`config.mk`:
```
export PLATFORM = sky130hd
export DESIGN_NAME = tmr_resp_gate
export DESIGN_NICKNAME = d
export VERILOG_FILES = /design/src/rtl/tmr_resp_gate.sv
export SDC_FILE = /design/constraint.sdc
export NUM_CORES = 1
export LEC_CHECK = 0
export CAP_MARGIN = 20
export CORE_AREA = 3 3 218 220
export CTS_CLUSTER_SIZE = 25
export DETAILED_ROUTE_END_ITERATION = 6
export DIE_AREA = 0 0 221 223
export PLACE_DENSITY_LB_ADDON = 0.15
export SLEW_MARGIN = 20
export SYNTH_ARGS = -nofsm -noshare
export SYNTH_HDL_FRONTEND = slang
export SYNTH_SLANG_ARGS = --single-unit
```
`constraint.sdc`:
```
create_clock -name clk_i -period 5.4 [get_ports clk_i]
set_input_delay 1.08 -clock clk_i [delete_from_list [all_inputs] [get_ports clk_i]]
set_output_delay 1.08 -clock clk_i [all_outputs]
set_load 0.01 [all_outputs]
```
`src/rtl/tmr_resp_gate.sv`:
```
// tmr_resp_gate: return-path companion to the TMR request voter.
// Gates voted OBI requests onto the bus and copies every bus response to all harts.
// It counts outstanding transactions per bus and runs the recovery sequence after a
// voter mismatch (RUN -> DRAIN -> RESYNC -> RUN).
// Optional feature macro: TMR_RESP_TIMEOUT_EN adds a DRAIN+RESYNC watchdog and a sticky FATAL state.

package tmr_resp_gate_pkg;

    typedef struct packed {
        logic        req;
        logic        we;
        logic [3:0]  be;
        logic [31:0] addr;
        logic [31:0] wdata;
    } obi_req_t;

    typedef struct packed {
        logic        gnt;
        logic        rvalid;
        logic [31:0] rdata;
    } obi_resp_t;

endpackage

module tmr_resp_gate
    import tmr_resp_gate_pkg::*;
#(
    parameter int NHARTS          = 3,
    parameter int MAX_OUTSTANDING = 2,
    parameter int TIMEOUT         = 1024
) (
    input  logic              clk_i,
    input  logic              rst_i,
    input  obi_req_t          voted_instr_req_i,
    input  obi_req_t          voted_data_req_i,
    output obi_req_t          bus_instr_req_o,
    output obi_req_t          bus_data_req_o,
    input  obi_resp_t         bus_instr_resp_i,
    input  obi_resp_t         bus_data_resp_i,
    output obi_resp_t         core_instr_resp_o [NHARTS],
    output obi_resp_t         core_data_resp_o  [NHARTS],
    input  logic              enable_i,
    input  logic              error_i,
    input  logic [NHARTS-1:0] error_id_i,
    output logic [NHARTS-1:0] fault_id_o,
    output logic              resync_req_o,
    input  logic              resync_ack_i,
    output logic              busy_o,
    output logic              protocol_err_o,
    output logic              fatal_o
);

    localparam int CW = $clog2(MAX_OUTSTANDING + 1);
    localparam logic [CW-1:0] MAX_CNT = CW'(MAX_OUTSTANDING);

    typedef enum logic [1:0] {
        RUN    = 2'd0,
        DRAIN  = 2'd1,
`ifdef TMR_RESP_TIMEOUT_EN
        RESYNC = 2'd2,
        FATAL  = 2'd3
`else
        RESYNC = 2'd2
`endif
    } state_t;

    state_t        state, state_next;
    logic [CW-1:0] instr_cnt, data_cnt;
    logic [CW-1:0] instr_cnt_next, data_cnt_next;
    logic          instr_gate, data_gate;
    logic          instr_inc, data_inc;
    logic          new_error;
    logic          timeout_hit;

    assign new_error = error_i & enable_i;

    // Saturating outstanding counter step: simultaneous grant and response cancel out,
    // and a stray response at zero leaves the counter at zero.
    function automatic logic [CW-1:0] cnt_step(input logic [CW-1:0] cnt,
                                               input logic inc, input logic dec);
        logic [CW-1:0] res;
        res = cnt;
        if (inc && !dec)
            res = cnt + 1'b1;
        else if (dec && !inc && (cnt != '0))
            res = cnt - 1'b1;
        return res;
    endfunction

    // Request gate is only open in RUN and while the bus has room for another transaction.
    always_comb begin
        instr_gate = (state == RUN) && (instr_cnt < MAX_CNT);
        data_gate  = (state == RUN) && (data_cnt < MAX_CNT);
    end

    // Requests pass through untouched except for the gated req bit.
    always_comb begin
        bus_instr_req_o     = voted_instr_req_i;
        bus_instr_req_o.req = voted_instr_req_i.req & instr_gate;
        bus_data_req_o      = voted_data_req_i;
        bus_data_req_o.req  = voted_data_req_i.req & data_gate;
    end

    // Every hart sees the same bus response; only gnt is masked when the gate is closed.
    always_comb begin
        for (int i = 0; i < NHARTS; i++) begin
            core_instr_resp_o[i]     = bus_instr_resp_i;
            core_instr_resp_o[i].gnt = bus_instr_resp_i.gnt & instr_gate;
            core_data_resp_o[i]      = bus_data_resp_i;
            core_data_resp_o[i].gnt  = bus_data_resp_i.gnt & data_gate;
        end
    end

    // Next values of the outstanding counters, also used to decide when DRAIN is done.
    always_comb begin
        instr_inc      = bus_instr_req_o.req & bus_instr_resp_i.gnt;
        data_inc       = bus_data_req_o.req & bus_data_resp_i.gnt;
        instr_cnt_next = cnt_step(instr_cnt, instr_inc, bus_instr_resp_i.rvalid);
        data_cnt_next  = cnt_step(data_cnt, data_inc, bus_data_resp_i.rvalid);
    end

    // Outstanding counters and the registered protocol-error pulse.
    always_ff @(posedge clk_i or posedge rst_i) begin
        if (rst_i) begin
            instr_cnt      <= '0;
            data_cnt       <= '0;
            protocol_err_o <= 1'b0;
        end else begin
            instr_cnt      <= instr_cnt_next;
            data_cnt       <= data_cnt_next;
            protocol_err_o <= (bus_instr_resp_i.rvalid && (instr_cnt == '0)) ||
                              (bus_data_resp_i.rvalid && (data_cnt == '0));
        end
    end

`ifdef TMR_RESP_TIMEOUT_EN
    localparam int TW = $clog2(TIMEOUT + 1);
    logic [TW-1:0] timer;

    // Watchdog: held at zero in RUN so it starts from zero on DRAIN entry, then counts
    // every DRAIN and RESYNC cycle.
    always_ff @(posedge clk_i or posedge rst_i) begin
        if (rst_i)
            timer <= '0;
        else if (state == RUN)
            timer <= '0;
        else if ((state == DRAIN) || (state == RESYNC))
            timer <= timer + 1'b1;
    end

    assign timeout_hit = (timer == TW'(TIMEOUT - 1));
`else
    logic unused_timeout;
    assign unused_timeout = (TIMEOUT != 0);
    assign timeout_hit    = 1'b0;
`endif

    // Recovery state register.
    always_ff @(posedge clk_i or posedge rst_i) begin
        if (rst_i)
            state <= RUN;
        else
            state <= state_next;
    end

    // Recovery next-state logic; the watchdog overrides everything while recovering.
    always_comb begin
        state_next = state;
        case (state)
            RUN:    if (new_error) state_next = DRAIN;
            DRAIN:  if ((instr_cnt_next == '0) && (data_cnt_next == '0)) state_next = RESYNC;
            RESYNC: if (resync_ack_i) state_next = RUN;
`ifdef TMR_RESP_TIMEOUT_EN
            FATAL:  state_next = FATAL;
`endif
            default: state_next = RUN;
        endcase
`ifdef TMR_RESP_TIMEOUT_EN
        if (((state == DRAIN) || (state == RESYNC)) && timeout_hit)
            state_next = FATAL;
`else
        if (timeout_hit)
            state_next = RUN;
`endif
    end

    // Status outputs decoded from the registered state and counters.
    always_comb begin
        resync_req_o = (state == RESYNC);
        busy_o       = (instr_cnt != '0) || (data_cnt != '0);
`ifdef TMR_RESP_TIMEOUT_EN
        fatal_o      = (state == FATAL);
`else
        fatal_o      = 1'b0;
`endif
    end

    // Faulty-hart record: captured on the first mismatch, accumulated while draining,
    // cleared once the safety controller acknowledges the resync.
    always_ff @(posedge clk_i or posedge rst_i) begin
        if (rst_i)
            fault_id_o <= '0;
        else if ((state == RUN) && new_error)
            fault_id_o <= error_id_i;
        else if ((state == DRAIN) && new_error)
            fault_id_o <= fault_id_o | error_id_i;
        else if ((state == RESYNC) && (state_next == RUN))
            fault_id_o <= '0;
    end

endmodule
```
After elaboration in Yosys (flattened, before gate mapping)
Cells that the tools add are included.

cells by class
  add/sub/neg operators = 4
  $lt $le $gt $ge = 2
  equal/unequal tests = 2
  multiplexer cells = 11
  bitwise gates (word level) = 8
  reductions and logical operators = 29

operator list
  kind                   number
  $logic_and A1 B1 Y1    14
  $mux W2                7
  $logic_not A2 Y1       6
  $mux W3                3
  $and A1 B1 Y1          7
  $pmux W2 S3            1
  $add A2 B1 Y2 const B  2
  $logic_not A1 Y1       4
  $lt A2 B2 Y1 const B   2
  $reduce_bool A2 Y1     2
  $sub A2 B1 Y2 const B  2
  $or A3 B3 Y3           1
  $reduce_bool A3 Y1     1
  $eq A2 B1 Y1 const B   1
  $eq A2 B2 Y1 const B   1
  $logic_or A1 B1 Y1     2

word-level totals
  flip-flop bits (word level) = 10
  input port bits = 216
  output and inout bits = 351
  logic and storage cells = 61

Logic depth before layout (Yosys ltp)
Gate-level depths: netlist (run 1).

  depth in word-level cells = 18
  depth in mapped cells = 7
  depth with buffers taken out = 7

Least setup slack after synthesis (run 1)
No wires, ideal clock.

  path kind = input-to-output
  start = input port bus_data_resp_i[33] in the netlist's numbering
  end = output port core_data_resp_o[101] in the netlist's numbering
  arrival = 1,886 ps
  data required time = 4,320 ps
  setup slack = 2,434 ps
  stages on the path = 2
  buffers on the path = 1
  path through = nor4b_1 -> buf_4

RTL lines
  what             line  RTL
  start, declared  39    input obi_resp_t bus_data_resp_i,
  end, declared    41    output obi_resp_t core_data_resp_o [NHARTS],

==> out/summary.txt, run 1 <==
multi-input logic area: 343 um^2
worst path bufs/invs: 3
initial antenna violation count: 1
Chip Width: 221 um
pin count of the biggest net entering global routing: 11
Layout area overhead: -43.3%
final instance area: 1820 um^2
hpwl dp: 8010 um
kind of critical path: input pin to primary output
count of pins over their slew limit: 0
Reg2Reg Depth: 5
WL/cell: 13.2 um
clk_lat worst skew: 0.24 ns
slew margin rel.: 61.4%
CP max FO: 5
register area share after synthesis: 7.78%
largest family of logic cells by synthesized area: buffers and inverters
IO Count: 567
TritonCTS Buffers: 3
Worst Path Arrival: 2.77 ns
Yosys top cell by area: buf_4
Critical Path RT: 4.32 ns
worst path cell trace: clkdlybuf4s50_1, inv_1, nor4_1, clkdlybuf4s50_1
XOR/XNOR Fraction of Synth Area: 0.272%
Syn Inst Count: 412
synth warn: 0
vias in the first global route: 1290
antenna cell count: 0
root buffer cell: clkbuf_16
Mean Syn Cell Area: 7.81 um^2
max-cap viol count: 0
kind of end point of the critical path: primary output
Crit. path cell count: 4
Layout Cells excl Fill: 708
Placed Area: 1730 um^2
outcome: finished clean
WL final: 9320 um
Max VDD drop: 0.000110 V
Cell variety after synth: 31
Clock Tree Buf Depth: 2
GR Util All Layers: 3.47%
CP top delay family: buffers and inverters
RSZ-0062 raised after global routing: no
Routed Antenna Nets: 0
pre-CTS setup slack: 1.50 ns
Final Hold Fails: 0
Slew @ Worst Pin: 0.579 ns
leakage: 0.495 nW
worst hold path type: flip-flop to flip-flop
Placed Cells: 704
cell row count: 78
most frequent cells in the layout: clkdlybuf4s50_1 (33), inv_1 (14), dfrtp_1 (10), a21oi_1 (5), a211oi_1 (4)
Final Skew: 0.00313 ns
Initial DRC Count: 31
CP max-delay cell: clkdlybuf4s50_1
post-CTS resize count: 0
drt drc: 0
Compound-Gate Fraction of Synth Area: 5.06%
Crit path top cell by count: clkdlybuf4s50_1
setup violators final: 0
fin crit period: 3.85 ns
Syn Nets: 630
post-CTS setup buffers: 0
Die Ht: 223 um
Pre-Repair DR Iteration Count: 4
die area: 49300 um^2
final worst-path cycle share: 71.4%
Layout Utilization: 4.01%
Final GP Congestion: 0.604
post-synth top area share: 79.6%
Final WS setup: 1.55 ns
layout cells sized above 1: 8.33%
CTS tree: built
CTS H-tree lvls: 1
IO buf count: 33
Post-Syn Area: 3220 um^2
fmax: 259 MHz
flop-to-flop setup slack: 3.06 ns
worst hold stages: 2
commonest non-fill, non-tap cell in the layout: clkdlybuf4s50_1
first-pass GRT wire length: 11700 um
Setup TNS: 0 ns
Clock Pin Slew Worst Setup and Hold Paths: 0.04 ns
Filler cells: 5452
Post-Synth Simple-Gate Area: 3.50%
Num Clock Sinks: 10
core area: 45500 um^2
crit start category: input pin
Final #Nets: 327
vias per cell: 1.57
cts hold-fix bufs: 0
largest stage delay on the critical path: 0.63 ns
FF/Latch Area: 250 um^2
mux cell area share after synthesis: 0.933%
adder-cell share of the synthesized area: 0.778%
grt total ovfl: 0
Initial Util: 7.07%
Power Density: 336 nW/um^2
#FFs+latches synth: 10
synth top area cells: buf_4 (80%), dfrtp_1 (7.8%), inv_1 (1.6%)
total number of vias: 1114
[power breakdown]
part	internal, mW	leakage [nW]	switching (mW)	total, mW
sequential	0.111	0.113	0.0519	0.163
clock	0.112	0.0442	0.0413	0.153
combinational	0.143	0.338	0.152	0.295
total	0.366	0.495	0.245	0.612
[logic make-up after synthesis]
family,count (synthesis)
compound gates,22
simple gates,17
mux,3
fa+ha+maj,2
flops,10
xor+xnor,1
buf+inv,356
other cells,1
[stage by stage]
step / total power, mW / hold slack [ns]
floorplan: 0.579 / 0.525
global placement: 0.472 / 0.537
detailed placement: 0.468 / 0.537
CTS: 0.630 / 0.550
global route: 0.667 / 0.597
finish: 0.612 / 0.549
[area by class of cell]
| type | instances | area share [%] |
|---|---|---|
| multi-input cells | 46 | 18.8 |
| flip-flops and latches | 10 | 13.7 |
| repair buffers | 34 | 18.5 |
| clock buffers | 4 | 4.87 |
| inverters | 14 | 2.88 |
| well taps | 600 | 41.2 |
[worst min-delay path, cell delays in order (launching register included)]
cell and delay (ns):
dfrtp_1 0.39, inv_1 0.06, o22ai_1 0.05
[synth_stat cells]
| cell | instances |
|---|---|
| a21oi_1 | 5 |
| o22ai_1 | 3 |
| ha_1 | 2 |
| nand3_1 | 1 |
| dfrtp_1 | 10 |
| a21o_1 | 1 |
| nor4b_1 | 1 |
| a22o_1 | 2 |
| mux2i_1 | 3 |
| nor4_1 | 1 |
| xnor2_1 | 1 |
| nand2b_1 | 1 |
| nor2b_1 | 2 |
| inv_1 | 14 |
| conb_1 | 1 |
| buf_6 | 1 |
| nand3b_1 | 1 |
| o41ai_2 | 1 |
| nor4b_2 | 1 |
| buf_4 | 341 |
| or4b_4 | 1 |
| nor3_1 | 2 |
| and3_1 | 1 |
| o21ai_0 | 3 |
| nand2_1 | 3 |
| nand4_1 | 1 |
| a32oi_1 | 1 |
| a211oi_1 | 4 |
| nor2_1 | 1 |
| o221ai_1 | 1 |
| a2111oi_2 | 1 |
[worst paths after layout]
| kind | start | to |
|---|---|---|
| setup / recovery | bus_instr_resp_i[33] | core_instr_resp_o[67] |
| hold / removal | fault_id_o[1]$_DFFE_PP0P_ | fault_id_o[1]$_DFFE_PP0P_ |
| setup reg to reg | state[1]$_DFF_PP0_ | state[0]$_DFF_PP0_ |
| hold reg to reg | fault_id_o[1]$_DFFE_PP0P_ | fault_id_o[1]$_DFFE_PP0P_ |
| max in group asynchronous | rst_i | state[0]$_DFF_PP0_ |
| min in group asynchronous | rst_i | fault_id_o[2]$_DFFE_PP0P_ |
[flip-flops by register name (all words and copies together), names as in the netlist]
register,count
data_cnt,2
fault_id_o,3
instr_cnt,2
protocol_err_o,1
state,2
[per-layer routing]
metal,share of wire (%),GRT usage (%)
met1,18,1.85
met2,47,5.71
met3,23,3.45
met4,11,3.70
met5,0.76,0.782
Note: power is estimated with default switching activity, not from simulation.
==> run 2: changes to the inputs <==
--- a/config.mk
+++ b/config.mk
@@ -6,10 +6,10 @@
 export NUM_CORES = 1
 export LEC_CHECK = 0
 export CAP_MARGIN = 20
-export CORE_AREA = 3 3 218 220
+export CORE_AREA = 3 3 220 222
 export CTS_CLUSTER_SIZE = 25
 export DETAILED_ROUTE_END_ITERATION = 6
-export DIE_AREA = 0 0 221 223
+export DIE_AREA = 0 0 223 225
 export PLACE_DENSITY_LB_ADDON = 0.15
 export SLEW_MARGIN = 20
 export SYNTH_ARGS = -nofsm -noshare
==> constraint.sdc (replaced) <==
create_clock -name clk_i -period 3.44 [get_ports clk_i]
set_input_delay 0.688 -clock clk_i [delete_from_list [all_inputs] [get_ports clk_i]]
set_output_delay 0.688 -clock clk_i [all_outputs]
set_load 0.01 [all_outputs]
==> out/summary.txt, run 2 (synthesis results as in run 1) <==
outcome: finished clean
leakage: 0.506 nW
kind of critical path: input pin to primary output
Num Clock Sinks: 10
hold_sp: fault_id_o[1]$_DFFE_PP0P_
CTS H-tree lvls: 1
max-cap viol count: 0
Layout area overhead: -42.6%
Worst setup startpoint: bus_instr_resp_i[33]
kind of end point of the critical path: primary output
worst path cell trace: clkdlybuf4s50_1, inv_1, nor4_1, clkdlybuf4s50_1
Clock Pin Slew Worst Setup and Hold Paths: 0.05 ns
CTS tree: built
drt drc: 0
Max VDD drop: 0.000115 V
Filler cells: 5474
pin count of the biggest net entering global routing: 11
most frequent cells in the layout: clkdlybuf4s50_1 (33), inv_1 (14), dfrtp_1 (10), a21oi_1 (5), a211oi_1 (4)
Final Hold Fails: 0
final instance area: 1850 um^2
PnR Total Power: 1.00 mW
Final GP Congestion: 0.583
slew margin rel.: 62.7%
vias per cell: 1.59
Initial Util: 6.91%
post-CTS setup buffers: 0
die area: 50200 um^2
grt total ovfl: 0
reg-to-reg critical path startpoint: state[0]$_DFF_PP0_
GR Util All Layers: 3.45%
worst path bufs/invs: 3
WL final: 9610 um
Die Ht: 225 um
Placed Area: 1760 um^2
RSZ-0062 raised after global routing: no
final worst-path cycle share: 90.4%
Most flops, register: fault_id_o
worst hold path type: flip-flop to flip-flop
CP max FO: 5
tightest hold margin: 0.545 ns
fmax: 322 MHz
initial antenna violation count: 0
Initial DRC Count: 105
count of pins over their slew limit: 0
root buffer cell: clkbuf_16
Setup TNS: 0 ns
Pre-Repair DR Iteration Count: 4
Placed Cells: 713
multi-input logic area: 343 um^2
CP top delay family: buffers and inverters
setup violators final: 0
FF/Latch Area: 250 um^2
fin crit period: 3.11 ns
Crit path top cell by count: clkdlybuf4s50_1
commonest non-fill, non-tap cell in the layout: clkdlybuf4s50_1
cts hold-fix bufs: 0
post-CTS resize count: 0
antenna cell count: 0
TritonCTS Buffers: 3
Final Skew: 0.00233 ns
cell row count: 79
vias in the first global route: 1297
Slew @ Worst Pin: 0.554 ns
Chip Width: 223 um
Final #Nets: 329
IO buf count: 33
CP max-delay cell: clkdlybuf4s50_1
Critical Path RT: 2.75 ns
IO Count: 567
WL/cell: 13.4 um
Layout Cells excl Fill: 717
Largest register FFs: 3
Power Density: 542 nW/um^2
total number of vias: 1140
Routed Antenna Nets: 0
first-pass GRT wire length: 12000 um
layout cells sized above 1: 10.0%
Clock Tree Buf Depth: 2
largest stage delay on the critical path: 0.65 ns
core area: 46600 um^2
clk_lat worst skew: 0.24 ns
crit start category: input pin
Worst Path Arrival: 2.42 ns
hpwl dp: 8180 um
-- run 2: cell count changes in the layout (fill, tap and decap cells not counted), sizes merged --
cell,change
buf,+2
-- run 2: tightest hold or removal path, cell delays in order, from the launching register on --
cell and delay [ns]:
dfrtp_1 0.39, inv_1 0.06, o22ai_1 0.05
-- run 2: final cells by class --
type                       count  share of cell area, %
tap                          607                   41.1
multi-input combinational     46                   18.6
timing repair buffer          36                   19.1
clock buffer                   4                   4.81
inverter                      14                   2.85
sequential                    10                   13.6
-- run 2: worst paths after layout --
| path | end | slack (ns) | depth (start not counted) |
|---|---|---|---|
| hold / removal | fault_id_o[1]$_DFFE_PP0P_ | 0.55 | 2 |
| min in group asynchronous | data_cnt[0]$_DFF_PP0_ | 0.82 | 2 |
| setup reg to reg | state[1]$_DFF_PP0_ | 1.17 | 5 |
| max in group asynchronous | instr_cnt[1]$_DFF_PP0_ | 2.25 | 2 |
| setup / recovery | core_instr_resp_o[33] | 0.33 | 4 |
| hold reg to reg | fault_id_o[1]$_DFFE_PP0P_ | 0.55 | 2 |
-- run 2: per-stage QoR --
step	worst slack (ns)	utilization [%]
6_report	0.332	3.97
5_1_grt	0.139	3.97
4_1_cts	0.281	3.97
3_5_place_dp	0.281	3.78
3_3_place_gp	0.358	3.78
2_1_floorplan	1.26	-
-- run 2: power breakdown --
part | total [mW] | switching [mW] | internal (mW)
Clock | 0.241 | 0.0655 | 0.176
Sequential | 0.256 | 0.0805 | 0.175
Combinational | 0.504 | 0.265 | 0.240
-- run 2: routing by layer --
metal  vias to the layer above  global-route usage [%]  wire (um)
met1                       421                    2.40       2310
li1                        335                       -          -
met3                       128                    2.58       1710
met4                         0                    4.22       1290
met2                       256                    5.40       4300
met5                         -                   0.190          0
